### src/rtl/upd4990_if.sv
// Host-side request/response bundle for the uPD4990 serial controller.
// The master issues transactions; the controller is the slave.
interface upd4990_if;
   logic        start;
   logic [3:0]  cmd;
   logic        shift_data;
   logic [39:0] wr_data;
   logic [39:0] rd_data;
   logic        busy;
   logic        done;

   modport master (
      output start, cmd, shift_data, wr_data,
      input  rd_data, busy, done
   );

   modport slave (
      input  start, cmd, shift_data, wr_data,
      output rd_data, busy, done
   );
endinterface

### src/rtl/upd4990_ctrl.sv
// uPD4990 serial RTC controller: shifts 40 data bits plus a 4-bit
// command LSB first, strobes the chip and samples DATA_OUT on the way.
module upd4990_ctrl #(
   parameter int unsigned DIV = 4
) (
   input  logic clk_i,
   input  logic rst_i,
   upd4990_if.slave host,
   output logic rtc_cs_o,
   output logic rtc_clk_o,
   output logic rtc_data_o,
   output logic rtc_stb_o,
   input  logic rtc_dout_i
);

   typedef enum logic [2:0] {
      IDLE, SETUP, BIT_LO, BIT_HI, STB, HOLD, FIN
   } state_t;

   localparam logic [7:0] PH_LAST = 8'(DIV - 1);

   state_t      state_q;
   logic [7:0]  phase_q;
   logic [7:0]  phase_d;
   logic [5:0]  bit_q;
   logic        half_q;
   logic        shift_q;
   logic [43:0] sr_q;
   logic [39:0] rd_q;
   logic        busy_q;
   logic        done_q;
   logic        cs_q;
   logic        clk_q;
   logic        data_q;
   logic        stb_q;
   logic        phase_end;
   logic [5:0]  last_bit;

   assign phase_end = (phase_q == PH_LAST);
   assign phase_d   = phase_end ? 8'd0 : phase_q + 8'd1;
   assign last_bit  = shift_q ? 6'd43 : 6'd3;

   always_ff @(posedge clk_i) begin
      if (rst_i) begin
         state_q <= IDLE;
         phase_q <= '0;
         bit_q   <= '0;
         half_q  <= 1'b0;
         shift_q <= 1'b0;
         sr_q    <= '0;
         rd_q    <= '0;
         busy_q  <= 1'b0;
         done_q  <= 1'b0;
         cs_q    <= 1'b0;
         clk_q   <= 1'b0;
         data_q  <= 1'b0;
         stb_q   <= 1'b0;
      end else begin
         done_q <= 1'b0;
         unique case (state_q)
            IDLE: begin
               if (host.start) begin
                  state_q <= SETUP;
                  shift_q <= host.shift_data;
                  sr_q    <= host.shift_data ?
                             {host.cmd, host.wr_data} :
                             {40'd0, host.cmd};
                  phase_q <= '0;
                  bit_q   <= '0;
                  half_q  <= 1'b0;
                  busy_q  <= 1'b1;
                  cs_q    <= 1'b1;
               end
            end
            SETUP: begin
               phase_q <= phase_d;
               if (phase_end) begin
                  state_q <= BIT_LO;
                  data_q  <= sr_q[0];
               end
            end
            BIT_LO: begin
               phase_q <= phase_d;
               if (phase_end) begin
                  state_q <= BIT_HI;
                  clk_q   <= 1'b1;
                  // data bits arrive LSB first; command bits are not read
                  if (shift_q && bit_q < 6'd40)
                     rd_q <= {rtc_dout_i, rd_q[39:1]};
               end
            end
            BIT_HI: begin
               phase_q <= phase_d;
               if (phase_end) begin
                  clk_q <= 1'b0;
                  if (bit_q == last_bit) begin
                     state_q <= STB;
                     data_q  <= 1'b0;
                     stb_q   <= 1'b1;
                  end else begin
                     state_q <= BIT_LO;
                     bit_q   <= bit_q + 6'd1;
                     data_q  <= sr_q[1];
                     sr_q    <= {1'b0, sr_q[43:1]};
                  end
               end
            end
            STB: begin
               phase_q <= phase_d;
               // two DIV-long halves keep the counter at 8 bits
               if (phase_end) begin
                  half_q <= ~half_q;
                  if (half_q) begin
                     state_q <= HOLD;
                     stb_q   <= 1'b0;
                  end
               end
            end
            HOLD: begin
               phase_q <= phase_d;
               if (phase_end) begin
                  state_q <= FIN;
                  cs_q    <= 1'b0;
                  done_q  <= 1'b1;
               end
            end
            FIN: begin
               state_q <= IDLE;
               busy_q  <= 1'b0;
            end
            default: state_q <= IDLE;
         endcase
      end
   end

   assign host.rd_data = rd_q;
   assign host.busy    = busy_q;
   assign host.done    = done_q;
   assign rtc_cs_o     = cs_q;
   assign rtc_clk_o    = clk_q;
   assign rtc_data_o   = data_q;
   assign rtc_stb_o    = stb_q;

endmodule

### src/flat_wrapper.sv
// flat-port wrapper written by rule: the top's interface ports become plain ports
module upd4990_ctrl_flat 
#(
   parameter int unsigned DIV = 4
)
  (clk_i, rst_i, rtc_cs_o, rtc_clk_o, rtc_data_o, rtc_stb_o, rtc_dout_i, host_start, host_cmd, host_shift_data, host_wr_data, host_rd_data, host_busy, host_done);
  upd4990_if host_i ();
  input  logic clk_i;
  input  logic rst_i;
  output logic rtc_cs_o;
  output logic rtc_clk_o;
  output logic rtc_data_o;
  output logic rtc_stb_o;
  input  logic rtc_dout_i;
  input wire logic [$bits(host_i.start)-1:0] host_start;
  input wire logic [$bits(host_i.cmd)-1:0] host_cmd;
  input wire logic [$bits(host_i.shift_data)-1:0] host_shift_data;
  input wire logic [$bits(host_i.wr_data)-1:0] host_wr_data;
  output wire logic [$bits(host_i.rd_data)-1:0] host_rd_data;
  output wire logic [$bits(host_i.busy)-1:0] host_busy;
  output wire logic [$bits(host_i.done)-1:0] host_done;
  assign host_i.start = host_start;
  assign host_i.cmd = host_cmd;
  assign host_i.shift_data = host_shift_data;
  assign host_i.wr_data = host_wr_data;
  assign host_rd_data = host_i.rd_data;
  assign host_busy = host_i.busy;
  assign host_done = host_i.done;
  upd4990_ctrl #(.DIV(DIV)) u_core (.clk_i(clk_i), .rst_i(rst_i), .host(host_i), .rtc_cs_o(rtc_cs_o), .rtc_clk_o(rtc_clk_o), .rtc_data_o(rtc_data_o), .rtc_stb_o(rtc_stb_o), .rtc_dout_i(rtc_dout_i));
endmodule
### config.mk
export PLATFORM = sky130hd
export DESIGN_NAME = upd4990_ctrl_flat
export DESIGN_NICKNAME = d
export VERILOG_FILES = /design/src/rtl/upd4990_if.sv /design/src/rtl/upd4990_ctrl.sv /design/src/flat_wrapper.sv
export SDC_FILE = /design/constraint.sdc
export NUM_CORES = 1
export LEC_CHECK = 0
export CAP_MARGIN = 10
export CORE_MARGIN = 2
export CORE_UTILIZATION = 47
export DETAILED_ROUTE_END_ITERATION = 8
export GPL_ROUTABILITY_DRIVEN = 0
export PLACE_DENSITY = 0.73
export SLEW_MARGIN = 20
export SYNTH_ARGS = -nofsm -noshare
export SYNTH_HDL_FRONTEND = slang
export SYNTH_SLANG_ARGS = --single-unit
### constraint.sdc
create_clock -name clk_i -period 3.97 [get_ports clk_i]
set_clock_uncertainty 0.15 [all_clocks]
set_input_delay 1.191 -clock clk_i [delete_from_list [all_inputs] [get_ports clk_i]]
set_output_delay 1.191 -clock clk_i [all_outputs]
set_load 0.1 [all_outputs]
==> results_dict.tcl <==
set metrics [dict create \
    outcome "complete, no violations" \
    crit_type "in2reg" \
    p_leak_nw 2.45 \
    cp-start-kind "primary input" \
    yosysTopAreaCellShare_pct 44.3 \
    cts_buffer_depth 2 \
    setup_viol 0 \
    hpwlAfterDp_mm 7.53 \
    drive_above_1_share_pct 13.8 \
    place_area_sq_um 5770 \
    postRouteWirelength_mm 11.5 \
    grt-ovfl-total 0 \
    via_count 4389 \
    avgSynthCellArea_sq_um 8.93 \
    grt_use_total_pct 20.3 \
    multi_input_area_sq_um 2480 \
    post-route-min-period_ns 3.15 \
    cts_hold_buf 0 \
    ctsHtreeMaxLevel 3 \
    num_rows 37 \
    synth_area_leaders "dfxtp_1, mux2i_1, a311oi_1" \
    ys_warn_count 0 \
    vdd_drop_max_mv 0.175 \
    die_w_microns 106 \
    drc 0 \
    timing.final.ws_setup_ns 0.820 \
    grt_pass1_wl_mm 19.1 \
    antenna_cells 0 \
    fmax_ghz 0.317 \
    pre_cts_slack_ns 0.480 \
    endpoint_kind "register" \
    io_buffers 94 \
    cts-buffers-inserted 9 \
    cts-resized-gates 0 \
    critPathArrivalTime_ns 3.27 \
    syn-instance-count 552 \
    yosys_register_bits 109 \
    drt_iter0_markers 317 \
    mostFrequentLayoutCell "dfxtp_1" \
    nets 664 \
    period_share_pct 79.3 \
    final_max_slew_viol_count 0 \
    hp-class "reg2reg" \
    post_cts_buffers 0 \
    clock-sinks 109 \
    grt_pass1_vias 4007 \
    path_max_fanout 24 \
    seq_area_frac_synth_pct 44.3 \
    tns_ns 0 \
    hold_violations 0 \
    first_pass_iters 5 \
    layout_common_cells "dfxtp_1, nand2_1, buf_4, nor2_1, mux2i_1" \
    die-area_sq_um 11300 \
    cts_root_buf "clkbuf_8" \
    synth-main-ff-cell "dfxtp_1" \
    clkSlewWorstSetupHoldPaths_ns 0.11 \
    ys_types 53 \
    grt_max_degree 53 \
    netlist_area_sq_um 4930 \
    rsz0062_at_grt "false" \
    vias_per_cell 5.82 \
    io_pins 95 \
    ant_nets 0 \
    required_ns 4.09 \
    regArea_sq_um 2180 \
    powerDensity_nw_per_um2 359 \
    worst_pin_slew_ns 0.861 \
    avgRoutedWirePerCell_microns 15.3 \
    initial_core_util_pct 48.2 \
    die_h_microns 106 \
    drv_cap 0 \
    synth_top_area_cell "dfxtp_1" \
    antenna_found_initial 0 \
    coreArea_sq_um 10200 \
    final.fill_count 912 \
    syn_to_final_growth_pct 21.3 \
    max_slew_margin_pct 42.6 \
    synth_nets 603 \
    final_cell_area_sq_um 5980 \
    cts_tree "done" \
    clk_latency_ns 0.38 \
    synth_edf_count 0 \
    synthArstFlopShare_pct 0 \
]
-- sequential cells by signal, summed over array words and instances (netlist names), 3 cells and up --
register	count
u_core.sr_q	44
u_core.host.rd_data	40
u_core.phase_q	8
u_core.bit_q	6
u_core.state_q	3
-- power breakdown --
part	leakage (nW)	switching, W	total (W)	internal (W)
logic	1.45	0.000150	0.000282	0.000131
clock network	0.105	0.000422	0.000676	0.000254
registers	0.888	0.0000369	0.00119	0.00115
total	2.45	0.000609	0.00215	0.00154
-- cell type report --
| cell class | count | share of cell area [%] |
|---|---|---|
| inverters | 4 | 0.251 |
| flip-flops and latches | 109 | 36.5 |
| well taps | 136 | 2.85 |
| repair buffers | 107 | 15.4 |
| clock buffers | 9 | 2.07 |
| multi-input cells | 382 | 41.5 |
| clock inverters | 7 | 1.44 |
-- stage by stage --
step,utilization (%),hold slack (ns),cells,total power (W)
floorplan,-,0.285,552,0.00140
global placement,56.4,0.295,738,0.00148
detailed placement,56.4,0.308,738,0.00149
CTS,58.4,0.325,754,0.00216
global route,58.4,0.346,754,0.00224
finish,58.4,0.317,754,0.00215
-- worst paths after layout --
path | from | cells after the start | to | slack, ns
min reg2reg | u_core.sr_q[2] | 2 | u_core.sr_q[2] | 0.32
min | u_core.sr_q[2] | 2 | u_core.sr_q[2] | 0.32
max reg2reg | u_core.state_q[0] | 6 | u_core.sr_q[34] | 1.07
max | host_start | 6 | u_core.sr_q[34] | 0.82
-- synth_stat cells (2+ instances only) --
cell and count:
a311oi_1 43, o21ai_0 5, a211o_1 3, ha_1 2, or3_1 2, a21boi_1 2
o31ai_1 7, and4_1 3, xnor2_1 2, nor2_1 52, buf_4 3, dfxtp_1 109
and2_1 3, or4_1 4, inv_1 4, mux2i_1 51, nand4_1 5, nand3_1 45
buf_2 17, a31oi_1 40, a21oi_1 12, o211ai_1 4, o32ai_1 2, nor4b_1 2
nand2_1 59, clkbuf_1 36, xor2_1 3, nor3_1 6, o2111ai_1 2
-- critical path: stages --
cell             delay (ns)
clkdlybuf4s50_1        0.56
nor4_2                 0.10
a21oi_2                0.60
buf_4                  0.40
a31oi_1                0.12
a311oi_1               0.29
-- per-layer routing --
metal	share of wire [%]	vias up	global-route usage, %
met5	0	-	0
met3	4.5	13	3.62
met1	45	2086	26.6
li1	-	2183	-
met2	49	107	33.7
met4	1.3	0	6.86
-- logic make-up (layout without fill, tap and decap cells) --
family,count (synthesis),in the layout,share of synthesized area [%]
compound gates,129,129,19.2
xor+xnor,5,5,0.889
fa+ha+maj,2,2,0.508
buf+inv,61,127,5.46
flops,109,109,44.3
mux,51,51,10.4
simple gates,195,195,19.3
(Power assumes the default switching activity.)
